File: src/rtl/layer_sequencer_pkg.sv
// Shared definitions for the per-frame layer sequencer: FSM state encoding
// and the fixed drawing-layer index assignments.
package layer_sequencer_pkg;

    typedef enum logic [2:0] {
        ST_IDLE,
        ST_LRST,
        ST_DRAW,
        ST_DRAIN,
        ST_DONE
    } state_t;

    localparam int LAYER_BG    = 0;
    localparam int LAYER_BOARD = 1;
    localparam int LAYER_BALL  = 2;

endpackage

File: src/rtl/layer_sequencer_valid_delay_line.sv
// Enable-gated shift register that delays the VRAM write strobe so it lines
// up with the drawing layer's pipelined screen address.
module valid_delay_line #(
    parameter int DEPTH = 2
) (
    input  logic CLK,
    input  logic rst,
    input  logic ena,
    input  logic din,
    output logic dout
);

    logic [DEPTH-1:0] stages;

    generate
        if (DEPTH == 1) begin : g_single
            always_ff @(posedge CLK) begin
                if (rst) stages <= '0;
                else if (ena) stages <= din;
            end
        end else begin : g_multi
            // NOTE: sequential state uses <= so every stage samples its
            // predecessor's pre-edge value; blocking would collapse the chain.
            always_ff @(posedge CLK) begin
                if (rst) stages <= '0;
                else if (ena) stages <= {stages[DEPTH-2:0], din};
            end
        end
    endgenerate

    assign dout = stages[DEPTH-1];

endmodule

File: src/rtl/layer_sequencer.sv
// Walks the enabled drawing layers once per frame (reset, draw, drain),
// aligns VRAM write enables with the layer pipeline and flips the frame buffer.
module layer_sequencer
    import layer_sequencer_pkg::*;
#(
    parameter int NUM_LAYERS = 3,
    parameter int IDX_W      = 2,
    parameter int PIPE_DEPTH = 2
) (
    input  logic                  CLK,
    input  logic                  rst,
    input  logic                  ena,
    input  logic                  frame_start,
    input  logic [NUM_LAYERS-1:0] i_layer_en,
    input  logic [NUM_LAYERS-1:0] i_layerend,
    output logic                  o_layer_rst,
    output logic [NUM_LAYERS-1:0] o_cur_state,
    output logic [IDX_W-1:0]      o_layer_idx,
    output logic                  o_vram_we,
    output logic                  o_busy,
    output logic                  o_frame_done,
    output logic                  o_buf_sel,
    output logic                  o_overrun
);

    localparam int CNT_W = (PIPE_DEPTH > 2) ? $clog2(PIPE_DEPTH) : 1;
    localparam logic [CNT_W-1:0] DRAIN_LAST = CNT_W'(PIPE_DEPTH > 1 ? PIPE_DEPTH - 2 : 0);

    state_t                  state;
    logic [IDX_W-1:0]        idx;
    logic [NUM_LAYERS-1:0]   mask;
    logic [CNT_W-1:0]        drain_cnt;
    logic                    buf_sel;

    logic [NUM_LAYERS-1:0]   sel_vec;
    logic                    layerend_cur;
    logic [IDX_W:0]          first_hit;
    logic [IDX_W:0]          next_hit;
    state_t                  exit_state;
    logic [IDX_W-1:0]        exit_idx;
    logic                    we_in;
    logic                    we_out;

    // Lowest enabled layer at or above start; MSB of the result flags a hit.
    function automatic logic [IDX_W:0] find_layer(input logic [NUM_LAYERS-1:0] m, input int start);
        logic [IDX_W:0] r;
        r = '0;
        for (int i = NUM_LAYERS - 1; i >= 0; i--) begin
            if (m[i] && i >= start) r = {1'b1, IDX_W'(i)};
        end
        return r;
    endfunction

    assign sel_vec      = NUM_LAYERS'(1) << idx;
    assign layerend_cur = |(i_layerend & sel_vec);
    assign first_hit    = find_layer(i_layer_en, 0);
    assign next_hit     = find_layer(mask, int'(idx) + 1);
    assign exit_state   = next_hit[IDX_W] ? ST_LRST : ST_DONE;
    assign exit_idx     = next_hit[IDX_W] ? next_hit[IDX_W-1:0] : idx;

    always_ff @(posedge CLK) begin
        if (rst) begin
            state     <= ST_IDLE;
            idx       <= '0;
            mask      <= '0;
            drain_cnt <= '0;
            buf_sel   <= 1'b0;
        end else if (ena) begin
            case (state)
                ST_IDLE: begin
                    if (frame_start) begin
                        mask <= i_layer_en;
                        if (first_hit[IDX_W]) begin
                            idx   <= first_hit[IDX_W-1:0];
                            state <= ST_LRST;
                        end else begin
                            state <= ST_DONE;
                        end
                    end
                end
                ST_LRST: begin
                    drain_cnt <= '0;
                    state     <= ST_DRAW;
                end
                ST_DRAW: begin
                    if (layerend_cur) begin
                        if (PIPE_DEPTH > 1) begin
                            state <= ST_DRAIN;
                        end else begin
                            idx   <= exit_idx;
                            state <= exit_state;
                        end
                    end
                end
                ST_DRAIN: begin
                    if (drain_cnt == DRAIN_LAST) begin
                        idx   <= exit_idx;
                        state <= exit_state;
                    end else begin
                        drain_cnt <= drain_cnt + 1'b1;
                    end
                end
                ST_DONE: begin
                    buf_sel <= ~buf_sel;
                    state   <= ST_IDLE;
                end
                default: state <= ST_IDLE;
            endcase
        end
    end

    // Pixels are written only while the layer has not yet reached its end.
    assign we_in = (state == ST_DRAW) && !layerend_cur;

    valid_delay_line #(
        .DEPTH (PIPE_DEPTH)
    ) u_we_pipe (
        .CLK  (CLK),
        .rst  (rst),
        .ena  (ena),
        .din  (we_in),
        .dout (we_out)
    );

    assign o_vram_we    = ena && we_out;
    assign o_layer_rst  = (state == ST_LRST);
    assign o_cur_state  = (state inside {ST_LRST, ST_DRAW, ST_DRAIN}) ? sel_vec : '0;
    assign o_layer_idx  = idx;
    assign o_busy       = (state != ST_IDLE);
    assign o_frame_done = ena && (state == ST_DONE);
    assign o_buf_sel    = buf_sel;
    assign o_overrun    = ena && frame_start && (state != ST_IDLE);

endmodule

File: config.mk
export PLATFORM = sky130hd
export DESIGN_NAME = layer_sequencer
export DESIGN_NICKNAME = d
export VERILOG_FILES = /design/src/rtl/layer_sequencer_pkg.sv /design/src/rtl/layer_sequencer_valid_delay_line.sv /design/src/rtl/layer_sequencer.sv
export SDC_FILE = /design/constraint.sdc
export NUM_CORES = 1
export LEC_CHECK = 0
export CORE_UTILIZATION = 40
export DETAILED_ROUTE_END_ITERATION = 12
export PLACE_DENSITY = 0.78
export SYNTH_ARGS = -nofsm -noshare
export SYNTH_HDL_FRONTEND = slang
export SYNTH_SLANG_ARGS = --single-unit
File: constraint.sdc
create_clock -name CLK -period 2.4 [get_ports CLK]
set_clock_uncertainty 0.15 [all_clocks]
set_input_delay 0.48 -clock CLK [delete_from_list [all_inputs] [get_ports CLK]]
set_output_delay 0.48 -clock CLK [all_outputs]
set_load 0.01 [all_outputs]
==> results of run 1 <==
## flip-flops by register name (all words and copies together), names as in the netlist
register and count:
o_buf_sel 1, u_we_pipe.stages 2, state 3, mask 2, o_layer_idx 2
## metal layers
layer / routed length [um] / vias to the layer above
li1: - / 337
met1: 711 / 319
met2: 731 / 28
met3: 101 / 2
met4: 10 / 0
met5: 0 / -
## layout make-up
type,instances,area (sq um),area share
Tap cell,16,20.0,0.0223
Sequential cell,10,203,0.226
Clock buffer,4,36.3,0.0404
Timing Repair Buffer,25,235,0.262
Inverter,3,11.3,0.0126
Multi-Input combinational cell,61,392,0.437
## kinds of logic after synthesis
| logic type | synth area share |
|---|---|
| buffers and inverters | 0.0921 |
| DFF | 0.307 |
| xor gates and xnor gates | 0.0134 |
| and+or+nand+nor | 0.271 |
| muxes | 0.0461 |
| AOI/OAI and AO/OA | 0.271 |
## worst min-delay path by stage
stage	start	to
final	mask[1]$_SDFFE_PP0P_	mask[1]$_SDFFE_PP0P_
after global routing	mask[1]$_SDFFE_PP0P_	mask[1]$_SDFFE_PP0P_
after CTS	mask[1]$_SDFFE_PP0P_	mask[1]$_SDFFE_PP0P_
after detailed placement	u_we_pipe.stages[1]$_SDFFE_PP0P_	u_we_pipe.stages[1]$_SDFFE_PP0P_
after global placement	u_we_pipe.stages[0]$_SDFFE_PP0P_	u_we_pipe.stages[0]$_SDFFE_PP0P_
after floorplan	u_we_pipe.stages[1]$_SDFFE_PP0P_	u_we_pipe.stages[1]$_SDFFE_PP0P_
## layout by cell type, fill, tap and decap left out, types with 3 or more instances in the layout
cell and n:
o21ai_0 4, nor2_1 8, a21oi_1 4, nand2_1 7, dfxtp_1 8, nor3_1 5, mux2i_1 3, clkbuf_4 3
clkdlybuf4s50_1 18, buf_4 5, nor3b_1 3, inv_1 3, nor2b_1 3
## timing repair
| item | CTS | global route |
|---|---|---|
| endpoints found under the setup margin | 2 | 2 |
| resized for setup | 2 | 2 |
| hold buffers | 0 | 0 |
## critical path: cells and delay by family
family	cells	cell delay (ns)
buffers and inverters	2	1.05
and+or+nand+nor	1	0.15
## where the power goes
part	switching, W	internal [W]	leakage [nW]	total (W)
Sequential	0.0000177	0.000176	0.0823	0.000194
Clock	0.0000645	0.0000922	0.0210	0.000157
Combinational	0.0000576	0.0000712	0.244	0.000129
Total	0.000140	0.000340	0.347	0.000480
## metrics by stage
stage               total power, W  cells  utilization
floorplan                 0.000270     82            -
global placement          0.000324    115        0.571
detailed placement        0.000324    115        0.571
CTS                       0.000480    119        0.594
global route              0.000506    119        0.596
finish                    0.000480    119        0.596
==> out/results.txt, run 1 <==
Status = completed
Pwr dens = 535 nW/um^2
Routed via count = 686
Hold Vio Cnt, Final = 0
Layout fillers = 141
Period Utilization, post-route = 0.965
Async set or reset register ratio after synthesis = 0
Site Rows = 14
GRT Total Usage = 0.194
CTS H-tree depth = 1
Gr busiest metal = met2
# diodes = 0
Area contributors post-synth = dfxtp_1, mux2i_1, nor2_1
Die width = 42.4 um
Placer Congestion = 0.781
Top cell type's share of synthesized area = 0.307
Worst Tran Pin Value = 0.408 ns
Synth Net Count = 92
FF-to-FF path depth = 5
Share of the yosys chip area belonging to registers = 0.307
Design Area, Final = 897 sq um
Worst setup path endpoint = o_vram_we
Largest area contributor in the netlist = dfxtp_1
CTS tree = yes
Sink Count = 10
CTS max path bufs = 2
Vias in the first global route = 621
Startpoint Class = input pin
Gate count of the mapped netlist = 82
Num CTS Buffers = 3
Worst Setup SP = ena
Clk_lat worst skew = 0.27 ns
Class of the worst hold path = reg2reg
Placed Instance Area = 861 sq um
Worst hold path stage count = 2
Max Fanout on Critical Path = 4
EDFF count, synth = 0
Final WL = 1560 um
Max incr delay on CP = 0.53 ns
Number of nets in the layout = 114
Synth Cell Area = 652 sq um
Mean Syn Cell Area = 7.95 sq um
Starting Density = 0.433
GR Util met2 = 0.320
Met3 Usage GRT = 0.0388
Slew HR = 0.728
Routed length per instance = 13.1 um
R2R Setup Slk = 0.57 ns
Final max-slew violation count = 0
Met1 GRT Util = 0.240
Reg2reg start = state[2]$_SDFFE_PP0P_
Clk pin slew, worst setup/hold paths = 0.07 ns
Number of library cell types mapped by synthesis = 33
CP max stage cell = clkdlybuf4s50_1
Setup TNS = 0 ns
Synth-to-Final Area Change = 37.6%
CP Class = in2out
MaxCap Viol Count = 0
Remaining DRCs = 0
# setup viols final = 0
Die H = 42.4 um
Core region area = 1510 sq um
Initial antenna violation count = 0
P_leak = 0.347 nW
CP Capture Type = output pin
Post-Place Worst Slack = -0.0798 ns
DIE AREA = 1800 sq um
FF+latch count, synth = 10
Synth top cells by count = dfxtp_1, nor2_1, nand2_1
Share of cells above drive strength 1 = 0.117
CTS root buf = clkbuf_4
Largest net degree at the start of global routing = 12
Drt pass-1 iters = 4
Grt ovf = 0
Post-DRT Antenna Nets = 0
Initial DRC count = 6
RSZ-0062 raised after global routing = false
IO Port Bufs = 20
First-pass GRT wire length = 2640 um
Fmax = 0.432 GHz
Final WS setup = 0.0834 ns
Most numerous cell in the Yosys netlist = dfxtp_1
DPL Wire Length = 1090 um
DR vias/cell = 5.76
WP data arrival = 1.69 ns
Most used cell, CP = clkdlybuf4s50_1
WHS = 0.350 ns
WP data required = 1.77 ns
Cell chain of the critical path = clkdlybuf4s50_1, and2_1, clkdlybuf4s50_1
Yosys warnings = 0
R2R Path End = state[0]$_SDFFE_PP0P_
Main flop type after synthesis = dfxtp_1
Post-CTS Setup Repair Bufs = 0
VDD IR max = 0.367 mV
IO Pins = 21
Post-route minimum period = 2.32 ns
No activity file was read; power rests on OpenSTA's default activity.
==> inputs of run 2 (changes only) <==
--- a/config.mk
+++ b/config.mk
@@ -5,9 +5,11 @@
 export SDC_FILE = /design/constraint.sdc
 export NUM_CORES = 1
 export LEC_CHECK = 0
-export CORE_UTILIZATION = 40
+export CORE_UTILIZATION = 31
 export DETAILED_ROUTE_END_ITERATION = 12
-export PLACE_DENSITY = 0.78
+export HOLD_SLACK_MARGIN = 0.12
+export PLACE_DENSITY = 0.64
+export SKIP_CTS_REPAIR_TIMING = 1
 export SYNTH_ARGS = -nofsm -noshare
 export SYNTH_HDL_FRONTEND = slang
 export SYNTH_SLANG_ARGS = --single-unit
==> run 2 against run 1 <==
  * Sequential share of layout area fell by 0.81 points
  * Critical path depth unchanged
  * Cell count rose by 9.2%
  * Sequential cell count stayed put
  * Utilization is 12 points lower
  * Combinational power increased by 5%
  * Clock power about the same
  * Global-route usage is 4.4 points lower
  * Register-to-register slack worse by 0.06 ns
  * Total power increased by 1.2%
  * Count of clock-buffer cells in the layout did not move
  * Die area increased by 28%
  * Critical endpoint is now o_cur_state[1]
==> out/results.txt, run 2 (synthesized netlist as in run 1, its figures left out) <==
Share of cells above drive strength 1 = 0.117 (unchanged)
CTS H-tree depth = 1 (unchanged)
RSZ-0062 raised after global routing = false
IO Pins = 21 (unchanged)
CP Class = reg2out
Placed Instance Area = 875 sq um (+1.6%)
Num CTS Buffers = 3 (unchanged)
Initial DRC count = 14 (+8)
Synth-to-Final Area Change = 41.8%
# diodes = 0 (unchanged)
GRT Total Usage = 0.151 (-0.0435)
CTS max path bufs = 2 (unchanged)
Core region area = 1960 sq um (+30%)
Hold Vio Cnt, Final = 0 (unchanged)
Period Utilization, post-route = 0.965 (about the same)
Slew HR = 0.673 (-0.0545)
Die width = 47.9 um (+13%)
P_leak = 0.390 nW (+12%)
Pwr dens = 525 nW/um^2 (-1.8%)
Remaining DRCs = 0 (unchanged)
Design Area, Final = 925 sq um (+3.1%)
Drt pass-1 iters = 4 (unchanged)
Commonest non-fill, non-tap cell in the layout = clkdlybuf4s50_1
Vias in the first global route = 554 (-11%)
DR vias/cell = 5.20 (-9.8%)
Top reg by flops = state
Largest net degree at the start of global routing = 12 (unchanged)
Starting Density = 0.332 (-0.100)
MaxCap Viol Count = 0 (unchanged)
Non-filler instance count after layout = 130 (+9.2%)
Total power = 0.000485 W (+1.2%)
DIE AREA = 2290 sq um (+28%)
Grt ovf = 0 (unchanged)
Max incr delay on CP = 0.57 ns (+0.04 ns)
Clk_lat worst skew = 0.27 ns (about the same)
Post-Place Cells = 126 (+9.6%)
First-pass GRT wire length = 2330 um (-12%)
WP data arrival = 1.69 ns (about the same)
WP data required = 1.77 ns (about the same)
DPL Wire Length = 1220 um (+12%)
Routed length per instance = 12.5 um (-4.4%)
VDD IR max = 0.253 mV (-31%)
Post-DRT Antenna Nets = 0 (unchanged)
Max reg flops = 3 (unchanged)
Die H = 47.9 um (+13%)
Startpoint Class = flop
# setup viols final = 0 (unchanged)
Sink Count = 10 (unchanged)
Final WL = 1620 um (+4.4%)
Routed via count = 676 (-1.5%)
Setup TNS = 0 ns (unchanged)
Fmax = 0.432 GHz (about the same)
Max Fanout on Critical Path = 9 (+5)
Post-route minimum period = 2.32 ns (+0.000295 ns)
Site Rows = 16 (+2)
Number of nets in the layout = 114 (unchanged)
CP max stage cell = clkdlybuf4s50_1
Clk pin slew, worst setup/hold paths = 0.07 ns (about the same)
CTS root buf = clkbuf_4
Most frequent cells in the layout = clkdlybuf4s50_1, dfxtp_1, nor2_1
Worst Tran Pin Value = 0.478 ns (+0.0694 ns)
Status = completed
Class of the worst hold path = reg2reg
Cell chain of the critical path = o21bai_1, nor3b_1, clkdlybuf4s50_1
Initial antenna violation count = 0 (unchanged)
Final max-slew violation count = 0 (unchanged)
Placer Congestion = 0.766 (-2.0%)
CP Capture Type = output pin
IO Port Bufs = 20 (unchanged)
CTS tree = yes
[run 2: cell type report]
cell class                 instances  area [sq um]
clock buffer                       4          36.3
fill                             199          1040
inverter                           3          11.3
multi-input combinational         61           397
sequential                        10           201
tap                               27          33.8
timing repair buffer              25           245
[run 2: report_power, final]
group	switching (W)	internal, W	total [W]	leakage [nW]
sequential	0.0000168	0.000176	0.000193	0.0818
combinational	0.0000607	0.0000750	0.000136	0.288
clock	0.0000644	0.0000923	0.000157	0.0210
[run 2: final timing paths]
| path | startpoint | endpoint | slack, ns | depth (start not counted) |
|---|---|---|---|---|
| max | state[2]$_SDFFE_PP0P_ | o_cur_state[1] | 0.08 | 3 |
| min | u_we_pipe.stages[1]$_SDFFE_PP0P_ | u_we_pipe.stages[1]$_SDFFE_PP0P_ | 0.34 | 2 |
| max reg2reg | state[2]$_SDFFE_PP0P_ | state[0]$_SDFFE_PP0P_ | 0.51 | 5 |
| min reg2reg | u_we_pipe.stages[1]$_SDFFE_PP0P_ | u_we_pipe.stages[1]$_SDFFE_PP0P_ | 0.34 | 2 |
[run 2: critical path, delay by kind of cell (launching register included)]
| family | cells | cell delay [ns] |
|---|---|---|
| AO/OA/AOI/OAI | 1 | 0.22 |
| AND/OR/NAND/NOR | 1 | 0.22 |
| flip-flops | 1 | 0.39 |
| buffers and inverters | 1 | 0.57 |
[run 2: per-stage QoR]
step | hold WS (ns) | setup slack [ns] | util
floorplan | 0.302 | 0.625 | -
global placement | 0.317 | -0.00754 | 0.446
detailed placement | 0.332 | -0.0401 | 0.446
CTS | 0.343 | -0.0392 | 0.464
global route | 0.366 | 0.000702 | 0.471
finish | 0.341 | 0.0831 | 0.471
[run 2: routing by layer]
metal | part of all wire | vias up | GRT usage
met5 | 0 | - | 0
met2 | 0.51 | 25 | 0.259
met4 | 0.020 | 0 | 0.0833
met3 | 0.067 | 4 | 0.0302
met1 | 0.40 | 307 | 0.173
li1 | - | 340 | -
==> inputs of run 3 (changes only) <==
--- a/config.mk
+++ b/config.mk
@@ -8,6 +8,7 @@
 export CORE_UTILIZATION = 31
 export DETAILED_ROUTE_END_ITERATION = 12
 export HOLD_SLACK_MARGIN = 0.12
+export MAX_ROUTING_LAYER = met4
 export PLACE_DENSITY = 0.64
 export SKIP_CTS_REPAIR_TIMING = 1
 export SYNTH_ARGS = -nofsm -noshare
==> constraint.sdc (replaced) <==
create_clock -name CLK -period 2.65 [get_ports CLK]
set_clock_uncertainty 0.15 [all_clocks]
set_input_delay 0.53 -clock CLK [delete_from_list [all_inputs] [get_ports CLK]]
set_output_delay 0.53 -clock CLK [all_outputs]
set_load 0.01 [all_outputs]
==> run 3 against run 2 <==
  * Die area stayed put
  * Cell count is 1.5% lower
  * Count of clock-buffer cells in the layout stayed put
  * Sequential cell count stayed put
  * Register-to-register slack better by 0.28 ns
  * Final area is 2.8% lower
  * Critical path depth is 1 higher
  * Critical path type is now in2out
  * Largest cell class unchanged
==> out/results.txt, run 3 (synthesized netlist as in run 1, its figures left out) <==
Class of the worst hold path = reg2reg
CP top delay family = buffers and inverters
Slew HR = 0.691 (+0.0172)
CP Class = in2out
Synth-to-Final Area Change = 37.8%
Num CTS Buffers = 3 (unchanged)
Routed via count = 651 (-3.7%)
Largest net degree at the start of global routing = 12 (unchanged)
Routed length per instance = 11.8 um (-5.4%)
CP max stage cell = clkdlybuf4s50_1
R2R Path End = state[0]$_SDFFE_PP0P_
Status = completed
Reg2reg start = state[2]$_SDFFE_PP0P_
Commonest non-fill, non-tap cell in the layout = clkdlybuf4s50_1
Max reg flops = 3 (unchanged)
CTS max path bufs = 2 (unchanged)
Worst Tran Pin Value = 0.453 ns (-0.0251 ns)
Critical path buffers and inverters = 3 (+2)
R2R Setup Slk = 0.79 ns (+0.28 ns)
Number of nets in the layout = 112 (-1.8%)
Cell chain of the critical path = clkdlybuf4s50_1, buf_4, and2_1, clkdlybuf4s50_1
Grt ovf = 0 (unchanged)
CTS H-tree depth = 1 (unchanged)
Worst min-delay path startpoint = u_we_pipe.stages[1]$_SDFFE_PP0P_
Site Rows = 16 (unchanged)
Setup TNS = 0 ns (unchanged)
First-pass GRT wire length = 2340 um (+0.60%)
GRT Total Usage = 0.155 (+0.00442)
Starting Density = 0.332 (unchanged)
DPL Wire Length = 1130 um (-7.3%)
Startpoint Class = input pin
Met3 WL = 73 um (-33%)
Post-layout util = 0.458 (-0.0134)
Core region area = 1960 sq um (unchanged)
CTS root buf = clkbuf_4
CP Capture Type = output pin
Period Utilization, post-route = 0.953
IO Pins = 21 (unchanged)
Register area = 200 sq um (-0.62%)
Met2 WL = 766 um (-7.4%)
Drt pass-1 iters = 4 (unchanged)
P_leak = 0.345 nW (-12%)
Die width = 47.9 um (unchanged)
Max incr delay on CP = 0.52 ns (-0.05 ns)
Fmax = 0.396 GHz
Total power = 0.000424 W (-13%)
Layout fillers = 210 (+5.5%)
Area taken by multi-input logic gates = 392 sq um (-1.3%)
WP data required = 1.97 ns (+0.20 ns)
FF-to-FF path depth = 4 (-1)
Sink Count = 10 (unchanged)
M1 wire length = 672 um (+2.8%)
Pwr dens = 472 nW/um^2 (-10%)
Hold Vio Cnt, Final = 0 (unchanged)
# diodes = 0 (unchanged)
RSZ-0062 raised after global routing = false
Max Used Layer = met3
Final WL = 1510 um (-6.8%)
MaxCap Viol Count = 0 (unchanged)
Initial DRC count = 8 (-6)
WP data arrival = 1.85 ns (+0.16 ns)
Worst hold path stage count = 2 (unchanged)
Vias in the first global route = 563 (+1.6%)
Placer Congestion = 0.815 (+6.4%)
Most used cell, CP = clkdlybuf4s50_1
Most frequent cells in the layout = clkdlybuf4s50_1, dfxtp_1, nor2_1
DIE AREA = 2290 sq um (unchanged)
Die H = 47.9 um (unchanged)
Final max-slew violation count = 0 (unchanged)
Clk_lat worst skew = 0.26 ns (about the same)
CTS tree = yes
DR vias/cell = 5.09 (-2.2%)
VDD IR max = 0.222 mV (-12%)
Post-DRT Antenna Nets = 0 (unchanged)
WHS Endpoint = u_we_pipe.stages[1]$_SDFFE_PP0P_
# setup viols final = 0 (unchanged)
Initial antenna violation count = 0 (unchanged)
Share of cells above drive strength 1 = 0.0792 (-0.0373)
IO Port Bufs = 20 (unchanged)
Clk pin slew, worst setup/hold paths = 0.07 ns (about the same)
Top reg by flops = state
Remaining DRCs = 0 (unchanged)
Post-route minimum period = 2.53 ns
Max Fanout on Critical Path = 5 (-4)
## run 3: through the flow
step	std cells	instance area [sq um]	hold WS [ns]	worst slack, ns
after CTS	128	896	0.346	0.0888
after global routing	128	898	0.374	0.0176
final	128	898	0.338	0.124
after floorplan	82	652	0.302	0.775
after detailed placement	124	860	0.332	0.0875
after global placement	124	860	0.319	0.105
## run 3: area by class of cell
class,count,area share
sequential,10,0.223
multi-input combinational,61,0.436
inverter,3,0.0125
clock buffer,4,0.0404
tap,27,0.0376
timing repair buffer,23,0.251
## run 3: per-layer routing
layer  track usage  vias to the layer above
met3        0.0226                        0
li1              -                      335
met1         0.179                      296
met5             -                        -
met2         0.249                       20
met4         0.100                        0
## run 3: power breakdown
| group | switching, W | internal [W] | leakage, nW | total [W] |
|---|---|---|---|---|
| logic | 0.0000536 | 0.0000609 | 0.243 | 0.000115 |
| registers | 0.0000141 | 0.000159 | 0.0814 | 0.000173 |
| clock network | 0.0000532 | 0.0000833 | 0.0210 | 0.000136 |
| total | 0.000121 | 0.000303 | 0.345 | 0.000424 |
## run 3: worst max path at each step
stage / start / endpoint / slack [ns] / cells past startpoint
6_report: ena / o_vram_we / 0.12 / 4
3_5_place_dp: ena / o_frame_done / 0.09 / 4
5_1_grt: ena / o_overrun / 0.02 / 4
4_1_cts: ena / o_frame_done / 0.09 / 4
3_3_place_gp: ena / o_frame_done / 0.11 / 4
2_1_floorplan: ena / o_frame_done / 0.78 / 3
## run 3: worst min-delay path: stages, from the launching register on
cell     delay [ns]
dfxtp_1        0.32
mux2i_1        0.06
nor2_1         0.07
